`config.mk`:
```
export PLATFORM = sky130hd
export DESIGN_NAME = divider
export DESIGN_NICKNAME = d
export VERILOG_FILES = /design/src/rtl/divider.sv
export SDC_FILE = /design/constraint.sdc
export NUM_CORES = 1
export LEC_CHECK = 0
export BUFFER_PORTS_ARGS = -buffer_cell sky130_fd_sc_hd__buf_2
export CORE_ASPECT_RATIO = 0.5
export CORE_UTILIZATION = 45
export CTS_CLUSTER_SIZE = 20
export DETAILED_ROUTE_END_ITERATION = 7
export PLACE_DENSITY = 0.64
export SLEW_MARGIN = 15
export SYNTH_ARGS = -nofsm -noshare
export SYNTH_HDL_FRONTEND = slang
export SYNTH_SLANG_ARGS = --single-unit
```
`constraint.sdc`:
```
create_clock -name clk -period 2.92 [get_ports clk]
set_input_delay 0.584 -clock clk [delete_from_list [all_inputs] [get_ports clk]]
set_output_delay 0.584 -clock clk [all_outputs]
set_load 0.05 [all_outputs]
```
`src/rtl/divider.sv`:
```
// Sequential signed 32-bit divider for the HI/LO register pair.
// Restoring shift-subtract over operand magnitudes: one accept cycle, 32
// iteration cycles (CALC) and one sign-fixup/writeback cycle (FIX).
// LO receives the quotient (truncated toward zero), HI the remainder
// (sign of the dividend). A zero divisor raises a one-cycle DivZero pulse
// and leaves HI/LO untouched.
//
// Handshake: DivCtrl is a start request that is only looked at while the
// FSM is IDLE (Busy low); a request seen while Busy is dropped, not queued.
// Operands are captured on the accepting edge and may change afterwards.
// DivDone pulses for exactly one cycle once HI/LO hold the new result, and
// the divider is already IDLE in that cycle, so a new request is accepted.
module divider (
  input  logic        clk,
  input  logic        reset,
  input  logic        DivCtrl,
  input  logic [31:0] dividendo,
  input  logic [31:0] divisor,
  output logic [31:0] HI,
  output logic [31:0] LO,
  output logic        DivDone,
  output logic        DivZero,
  output logic        Busy,
  output logic [1:0]  dbg_state_o
);

  typedef enum logic [1:0] {
    S_IDLE = 2'd0,
    S_CALC = 2'd1,
    S_FIX  = 2'd2
  } state_t;

  state_t      state_q, state_d;
  logic [32:0] r_q, r_d;        // partial remainder
  logic [31:0] q_q, q_d;        // dividend magnitude shifting into quotient
  logic [31:0] m_q, m_d;        // divisor magnitude
  logic [5:0]  cnt_q, cnt_d;    // iteration count
  logic        qneg_q, qneg_d;  // quotient must be negated
  logic        rneg_q, rneg_d;  // remainder must be negated
  logic [31:0] hi_q, hi_d;
  logic [31:0] lo_q, lo_d;
  logic        done_q, done_d;
  logic        zero_q, zero_d;

  // Magnitudes; 0x80000000 maps to itself, which is correct as unsigned.
  logic [31:0] abs_dividend;
  logic [31:0] abs_divisor;
  // {R,Q} shifted left by one, viewed as a 34-bit quantity so the trial
  // subtraction's borrow lands in the top bit.
  logic [33:0] shifted;
  logic [33:0] trial;

  assign abs_dividend = dividendo[31] ? (~dividendo + 32'd1) : dividendo;
  assign abs_divisor  = divisor[31]   ? (~divisor + 32'd1)   : divisor;
  assign shifted      = {r_q, q_q[31]};
  assign trial        = shifted - {2'b00, m_q};

  // Next-state, datapath and output pulses.
  always_comb begin
    state_d = state_q;
    r_d     = r_q;
    q_d     = q_q;
    m_d     = m_q;
    cnt_d   = cnt_q;
    qneg_d  = qneg_q;
    rneg_d  = rneg_q;
    hi_d    = hi_q;
    lo_d    = lo_q;
    done_d  = 1'b0;
    zero_d  = 1'b0;

    case (state_q)
      S_IDLE: begin
        if (DivCtrl) begin
          if (divisor == 32'd0) begin
            zero_d = 1'b1;
          end else begin
            q_d     = abs_dividend;
            m_d     = abs_divisor;
            qneg_d  = dividendo[31] ^ divisor[31];
            rneg_d  = dividendo[31];
            r_d     = 33'd0;
            cnt_d   = 6'd0;
            state_d = S_CALC;
          end
        end
      end

      S_CALC: begin
        if (!trial[33]) begin
          r_d = trial[32:0];
          q_d = {q_q[30:0], 1'b1};
        end else begin
          r_d = shifted[32:0];
          q_d = {q_q[30:0], 1'b0};
        end
        cnt_d = cnt_q + 6'd1;
        if (cnt_q == 6'd31) begin
          state_d = S_FIX;
        end
      end

      S_FIX: begin
        lo_d    = qneg_q ? (~q_q + 32'd1) : q_q;
        hi_d    = rneg_q ? (~r_q[31:0] + 32'd1) : r_q[31:0];
        done_d  = 1'b1;
        cnt_d   = 6'd0;
        state_d = S_IDLE;
      end

      default: begin
        state_d = S_IDLE;
      end
    endcase
  end

  // FSM state register.
  always_ff @(posedge clk) begin
    if (reset) begin
      state_q <= S_IDLE;
    end else begin
      state_q <= state_d;
    end
  end

  // Datapath and result registers.
  always_ff @(posedge clk) begin
    if (reset) begin
      r_q    <= 33'd0;
      q_q    <= 32'd0;
      m_q    <= 32'd0;
      cnt_q  <= 6'd0;
      qneg_q <= 1'b0;
      rneg_q <= 1'b0;
      hi_q   <= 32'd0;
      lo_q   <= 32'd0;
      done_q <= 1'b0;
      zero_q <= 1'b0;
    end else begin
      r_q    <= r_d;
      q_q    <= q_d;
      m_q    <= m_d;
      cnt_q  <= cnt_d;
      qneg_q <= qneg_d;
      rneg_q <= rneg_d;
      hi_q   <= hi_d;
      lo_q   <= lo_d;
      done_q <= done_d;
      zero_q <= zero_d;
    end
  end

  assign HI          = hi_q;
  assign LO          = lo_q;
  assign DivDone     = done_q;
  assign DivZero     = zero_q;
  assign Busy        = (state_q == S_CALC) || (state_q == S_FIX);
  assign dbg_state_o = state_q;

endmodule
```
==> results of run 1 <==
cell type report:
class                      count  area, µm²
sequential                   173       3480
tap                          307        384
multi-input combinational   1065       7250
timing repair buffer         353       2440
fill                        2072       8890
clock buffer                  21        480
clock inverter                10       81.3
inverter                      59        224
power groups by stage:
stage          Sequential (W)  Clock (W)  Combinational [W]
6_report              0.00260    0.00219            0.00192
3_5_place_dp          0.00264          0            0.00172
4_1_cts               0.00259    0.00222            0.00183
2_1_floorplan         0.00262          0            0.00108
5_1_grt               0.00261    0.00230            0.00212
3_3_place_gp          0.00263          0            0.00169
how the worst min path moves through the flow:
stage	slack, ns	end
floorplan	0.43	m_q[22]
global placement	0.45	m_q[22]
detailed placement	0.45	m_q[22]
CTS	0.39	q_q[1]
global route	0.41	q_q[1]
finish	0.40	q_q[2]
Yosys cell counts, types with 3 or more instances:
cell type	count	area (µm²)
nor2b_1	11	68.8
o211ai_1	15	113
xnor2_1	35	307
buf_1	5	18.8
o31a_1	3	26.3
o41ai_1	21	184
o2111ai_1	3	26.3
mux2i_1	24	240
a22oi_1	6	45.0
nand2b_1	10	62.6
o21bai_1	4	30.0
xor2_1	112	981
a21oi_1	81	405
o21ai_1	3	15.0
nand3_1	14	70.1
nor4_1	3	18.8
nor3_1	14	70.1
a31oi_1	3	18.8
or4_4	7	78.8
or3_1	17	106
o21ai_0	102	510
a21o_1	6	45.0
inv_1	59	221
and2_1	4	25.0
o21a_1	5	37.5
nand2_1	178	668
nor4_2	3	37.5
and3_1	4	25.0
nor2_1	136	510
o31ai_1	36	270
or4_1	14	105
nand4_1	9	56.3
ha_1	41	513
nand3b_1	3	22.5
buf_2	10	50.1
nor4b_1	3	26.3
a211oi_1	96	721
clkbuf_1	66	248
dfxtp_1	173	3460
through the flow:
stage | hold WS [ns] | utilization [%] | area (µm²) | TNS, ns
6_report | 0.405 | 61.7 | 14300 | -0.0843
5_1_grt | 0.409 | 61.7 | 14300 | -0.561
4_1_cts | 0.388 | 60.4 | 14000 | -0.125
3_5_place_dp | 0.452 | 56.3 | 13100 | -18.95
3_3_place_gp | 0.448 | 56.3 | 13100 | -14.34
2_1_floorplan | 0.432 | - | 10900 | -1.69
state kept, by name, indices dropped and copies added, names as in the netlist:
name,flops
r_q,33
HI,32
LO,32
m_q,32
q_q,32
cnt_q,6
dbg_state_o,2
DivDone,1
DivZero,1
qneg_q,1
rneg_q,1
cells by family after synthesis:
family          Yosys count  share of synthesized area [%]
simple gates            443                           19.0
compound gates          409                           24.9
fa+ha+maj                42                           4.91
flops                   173                           31.9
buf+inv                 143                           5.21
xor+xnor                147                           11.9
mux                      24                           2.21
worst max-delay path, cell delays in order, from the launching register on:
cell,delay [ns]
dfxtp_2,0.34
nor4_4,0.32
nand3_2,0.18
or4_4,0.53
or4_4,0.44
or3_4,0.37
o31ai_4,0.20
buf_6,0.14
xor2_2,0.15
buf_4,0.16
a211oi_2,0.06
what timing repair did:
action,in CTS,in global routing
endpoints found under the setup margin,44,46
setup buffers,24,8
pin swaps,23,26
gates cloned,0,1
gates resized for setup,54,56
metal layers:
metal | vias to the layer above | GRT usage (%) | routed length [µm]
met5 | - | 0 | 0
met4 | 0 | 8.43 | 580
met3 | 40 | 3.85 | 977
met2 | 186 | 44.5 | 15200
met1 | 5097 | 31.8 | 14400
li1 | 5517 | - | -
==> results.cfg, run 1 <==
[run_status]
run_status = finished, violations left
violations = negative setup slack

[global_routing]
grt_pass1_wl_um = 51000
first_global_vias = 10500
globalRouteOverflowTotal = 0
antenna_found_initial = 0
grt_max_degree = 76
grt_usage_pct = 25.3

[power_and_ir_drop]
combinationalPowerShare_pct = 28.6
total_power_w = 0.00671
switchingPower_w = 0.00219
p_sw_share_pct = 32.7
seqPwrFrac_pct = 38.7
irDropWorstVdd_mv = 0.322
pwr-share-clk_pct = 32.6
intPower_w = 0.00452
powerDensity_mw_per_mm2 = 468
p_leak_nw = 6.08

[synth]
synth_flop_cell = dfxtp_1
syn_inst = 1381
netlist_area_mm2 = 0.0108
async_flop_share_pct = 0
synth.avg_cell_area_um2 = 7.85
yosys_warnings = 0
ys_types = 70
ys_seq_elements = 173
ys_seq_area_share_pct = 31.9
synth_edf_count = 0
synth_nets = 1490

[worst_setup_path]
critical_path.endpoint = HI[31]
r2r-start = r_q[9]
cp-startpoint = r_q[9]
endpoint_kind = flop
cp.arrival_ns = 3.32
r2r_slack_ns = -0.08
startpoint_type = flop
reg2reg_depth = 10
regToRegEndpoint = HI[31]
critical_path_class = flop to flop
crit_fanout = 2
required_ns = 3.23

[min_path]
min_from = reset
hold_class = input port to flop
hold_depth = 2

[job]
max_cap_viol_count = 0

[cts]
htreeDepth = 4
tritoncts = built
clockRootBuffer = clkbuf_16
hold_buffers = 0
cts_buffer_depth = 2
clock_latency_ns = 0.45
cts-buffers-inserted = 17
cts.sinks = 173
path_clk_slew_ns = 0.07

[route]
ant_nets = 0
drtIter0Drc = 610
finalWirelength_um = 31200
drt-pass1-iter-count = 4
route.detailed.drc = 0
vias_per_cell = 5.45
vias = 10800
routedWlPerCell_um = 15.7

[placement]
dp_hpwl_um = 23200
place_inst = 1927
pre_cts_ws_ns = -0.321
port-buffer-count = 135
gp_congestion = 0.911

[die]
core_area_mm2 = 0.0232
ios = 136
initial_utilization_pct = 46.7
die_w_um = 222
die_y_um = 112
row_count = 39
die_area_mm2 = 0.0248

[timing]
rsz0062_at_grt = yes
clock_skew_ns = 0.00940
finalCritPeriodShare_pct = 103
slew_headroom_pct = 47.3
fin_crit_ns = 3.00
setup_violations = 1
max_freq_mhz = 333
report.final.slew_viol_count = 0
worst_slew_pin_slew_ns = 0.790
hold_violations = 0
postLayoutSetupSlackWorst_ns = -0.0843

[layout]
n_antenna_cell = 0
finalNetCount = 1778
syn2layout_area_growth_pct = 32.2
layout-drive-gt1-share_pct = 28.4
layout_commonest_cell = buf_4
fin_cells = 1988
layout_common_cells = 206 x buf_4, 177 x nand2_1, 164 x dfxtp_1
Power figures use the tool's default switching activity.
==> run 2: changes to the inputs <==
--- a/config.mk
+++ b/config.mk
@@ -6,11 +6,12 @@
 export NUM_CORES = 1
 export LEC_CHECK = 0
 export BUFFER_PORTS_ARGS = -buffer_cell sky130_fd_sc_hd__buf_2
-export CORE_ASPECT_RATIO = 0.5
+export CORE_ASPECT_RATIO = 1.4
 export CORE_UTILIZATION = 45
 export CTS_CLUSTER_SIZE = 20
 export DETAILED_ROUTE_END_ITERATION = 7
 export PLACE_DENSITY = 0.64
+export SKIP_CTS_REPAIR_TIMING = 1
 export SLEW_MARGIN = 15
 export SYNTH_ARGS = -nofsm -noshare
 export SYNTH_HDL_FRONTEND = slang
==> results.cfg, run 2 (same netlist as run 1, synthesis figures left out) <==
[run_status]
run_status = finished clean

[layout]
top_register = r_q
syn2layout_area_growth_pct = 30.5
layout_common_cells = 185 x buf_4, 178 x nand2_1, 166 x dfxtp_1
layout-drive-gt1-share_pct = 27.3
finalNetCount = 1758
fillers = 2210
multi_input_area_mm2 = 0.00723
largest_register_ffs = 33
layout_commonest_cell = buf_4
regArea_mm2 = 0.00347

[worst_setup_path]
r2r-start = r_q[10]
startpoint_type = flop
slowest_stage = or4_4
crit_path_max_incr_delay_ns = 0.55
endpoint_kind = flop
r2r_slack_ns = 0.02
path_cells = or4_4 > or4_4 > or4_4 > or3_4 > o31ai_2 > buf_4 > xor2_2 > a211oi_1
cp.arrival_ns = 3.18
critical_path_class = flop to flop
reg2reg_depth = 8
path_delay_family = simple AND/OR/NAND/NOR gates
path_common_cell = or4_4
crit_fanout = 4
regToRegEndpoint = HI[31]
path_buf_inv = 1
required_ns = 3.20

[die]
row_count = 66
initial_utilization_pct = 46.2
die_w_um = 133
core_area_mm2 = 0.0235
ios = 136
die_area_mm2 = 0.0247
die_y_um = 186

[power_and_ir_drop]
total_power_w = 0.00674
p_leak_nw = 6.00
irDropWorstVdd_mv = 0.409
powerDensity_mw_per_mm2 = 476

[min_path]
min_to = m_q[22]
hold_depth = 2
min_from = m_q[22]
hold_class = flop to flop

[job]
max_cap_viol_count = 0

[placement]
dp_hpwl_um = 22500
port-buffer-count = 135
gp_congestion = 0.944

[timing]
setup_violations = 0
clock_skew_ns = 0.00968
hold_violations = 0
tns_ns = 0
rsz0062_at_grt = yes
slew_headroom_pct = 40.8
fin_crit_ns = 2.90
finalCritPeriodShare_pct = 99.4
max_freq_mhz = 344
worst_slew_pin_slew_ns = 0.888
report.final.slew_viol_count = 0

[cts]
tritoncts = built
clockRootBuffer = clkbuf_16
cts-buffers-inserted = 17
htreeDepth = 4
clock_latency_ns = 0.44
path_clk_slew_ns = 0.07
cts_buffer_depth = 2
cts.sinks = 173

[route]
drtIter0Drc = 458
met1Wirelength_um = 12100
finalWirelength_um = 29500
vias = 10600
dr_wl_met2_um = 15300
routedWlPerCell_um = 15.0
top_layer = met5
drt-pass1-iter-count = 5
ant_nets = 0
vias_per_cell = 5.38
met3_length_um = 1130
route.detailed.drc = 0

[global_routing]
grt_max_degree = 84
grt_pass1_wl_um = 47500
globalRouteOverflowTotal = 0
grt_usage_pct = 23.9
first_global_vias = 9918
antenna_found_initial = 7
## run 2: cell types whose count changed in the layout (fill, tap and decap cells not counted), sizes merged
cell | previous run | this run
diode | 0 | 3
clkbuf | 22 | 19
inv | 61 | 63
clkinvlp | 5 | 2
buf | 352 | 333
bufinv | 0 | 2
clkinv | 3 | 4
## run 2: metrics by stage
step	utilization [%]	setup WS, ns	hold WS [ns]	area, µm²	std cells
2_1_floorplan	-	-0.183	0.432	10900	1381
3_3_place_gp	55.7	-0.348	0.440	13100	1926
3_5_place_dp	55.7	-0.396	0.453	13100	1926
4_1_cts	58.2	-0.223	0.462	13700	1957
5_1_grt	60.3	-0.0909	0.484	14200	1968
6_report	60.4	0.0168	0.460	14200	1970
## run 2: worst max path at each step
stage           startpoint       to  slack, ns  cells past startpoint
3_3_place_gp    divisor[0]  q_q[31]      -0.35                     12
2_1_floorplan  divisor[26]  r_q[29]      -0.18                     10
6_report           r_q[10]   HI[31]       0.02                      8
3_5_place_dp    divisor[0]  q_q[31]      -0.40                     12
4_1_cts             r_q[6]   HI[31]      -0.22                      9
5_1_grt             r_q[2]   HI[31]      -0.09                      9
## run 2: per-layer routing
metal / vias to the layer above / global-route usage, %
met5: - / 0
met4: 8 / 10.4
met3: 64 / 4.63
met2: 195 / 44.3
met1: 4851 / 26.4
li1: 5471 / -
## run 2: area by class of cell
class	count	area share [%]
multi-input cells	1065	51.1
flip-flops and latches	173	24.5
repair buffers	333	15.9
clock buffers	19	3.20
well taps	306	2.70
inverters	59	1.56
clock inverters	12	0.946
diodes	3	0.0530
## run 2: worst min-delay path, delay by kind of cell, from the launching register on
kind	cells	cell delay [ns]
simple gates	1	0.05
compound gates	1	0.05
flops	1	0.32
## run 2: power breakdown
group	internal, W	switching [W]
sequential	0.00248	0.000119
clock	0.00131	0.000999
combinational	0.000817	0.00102
total	0.00460	0.00214
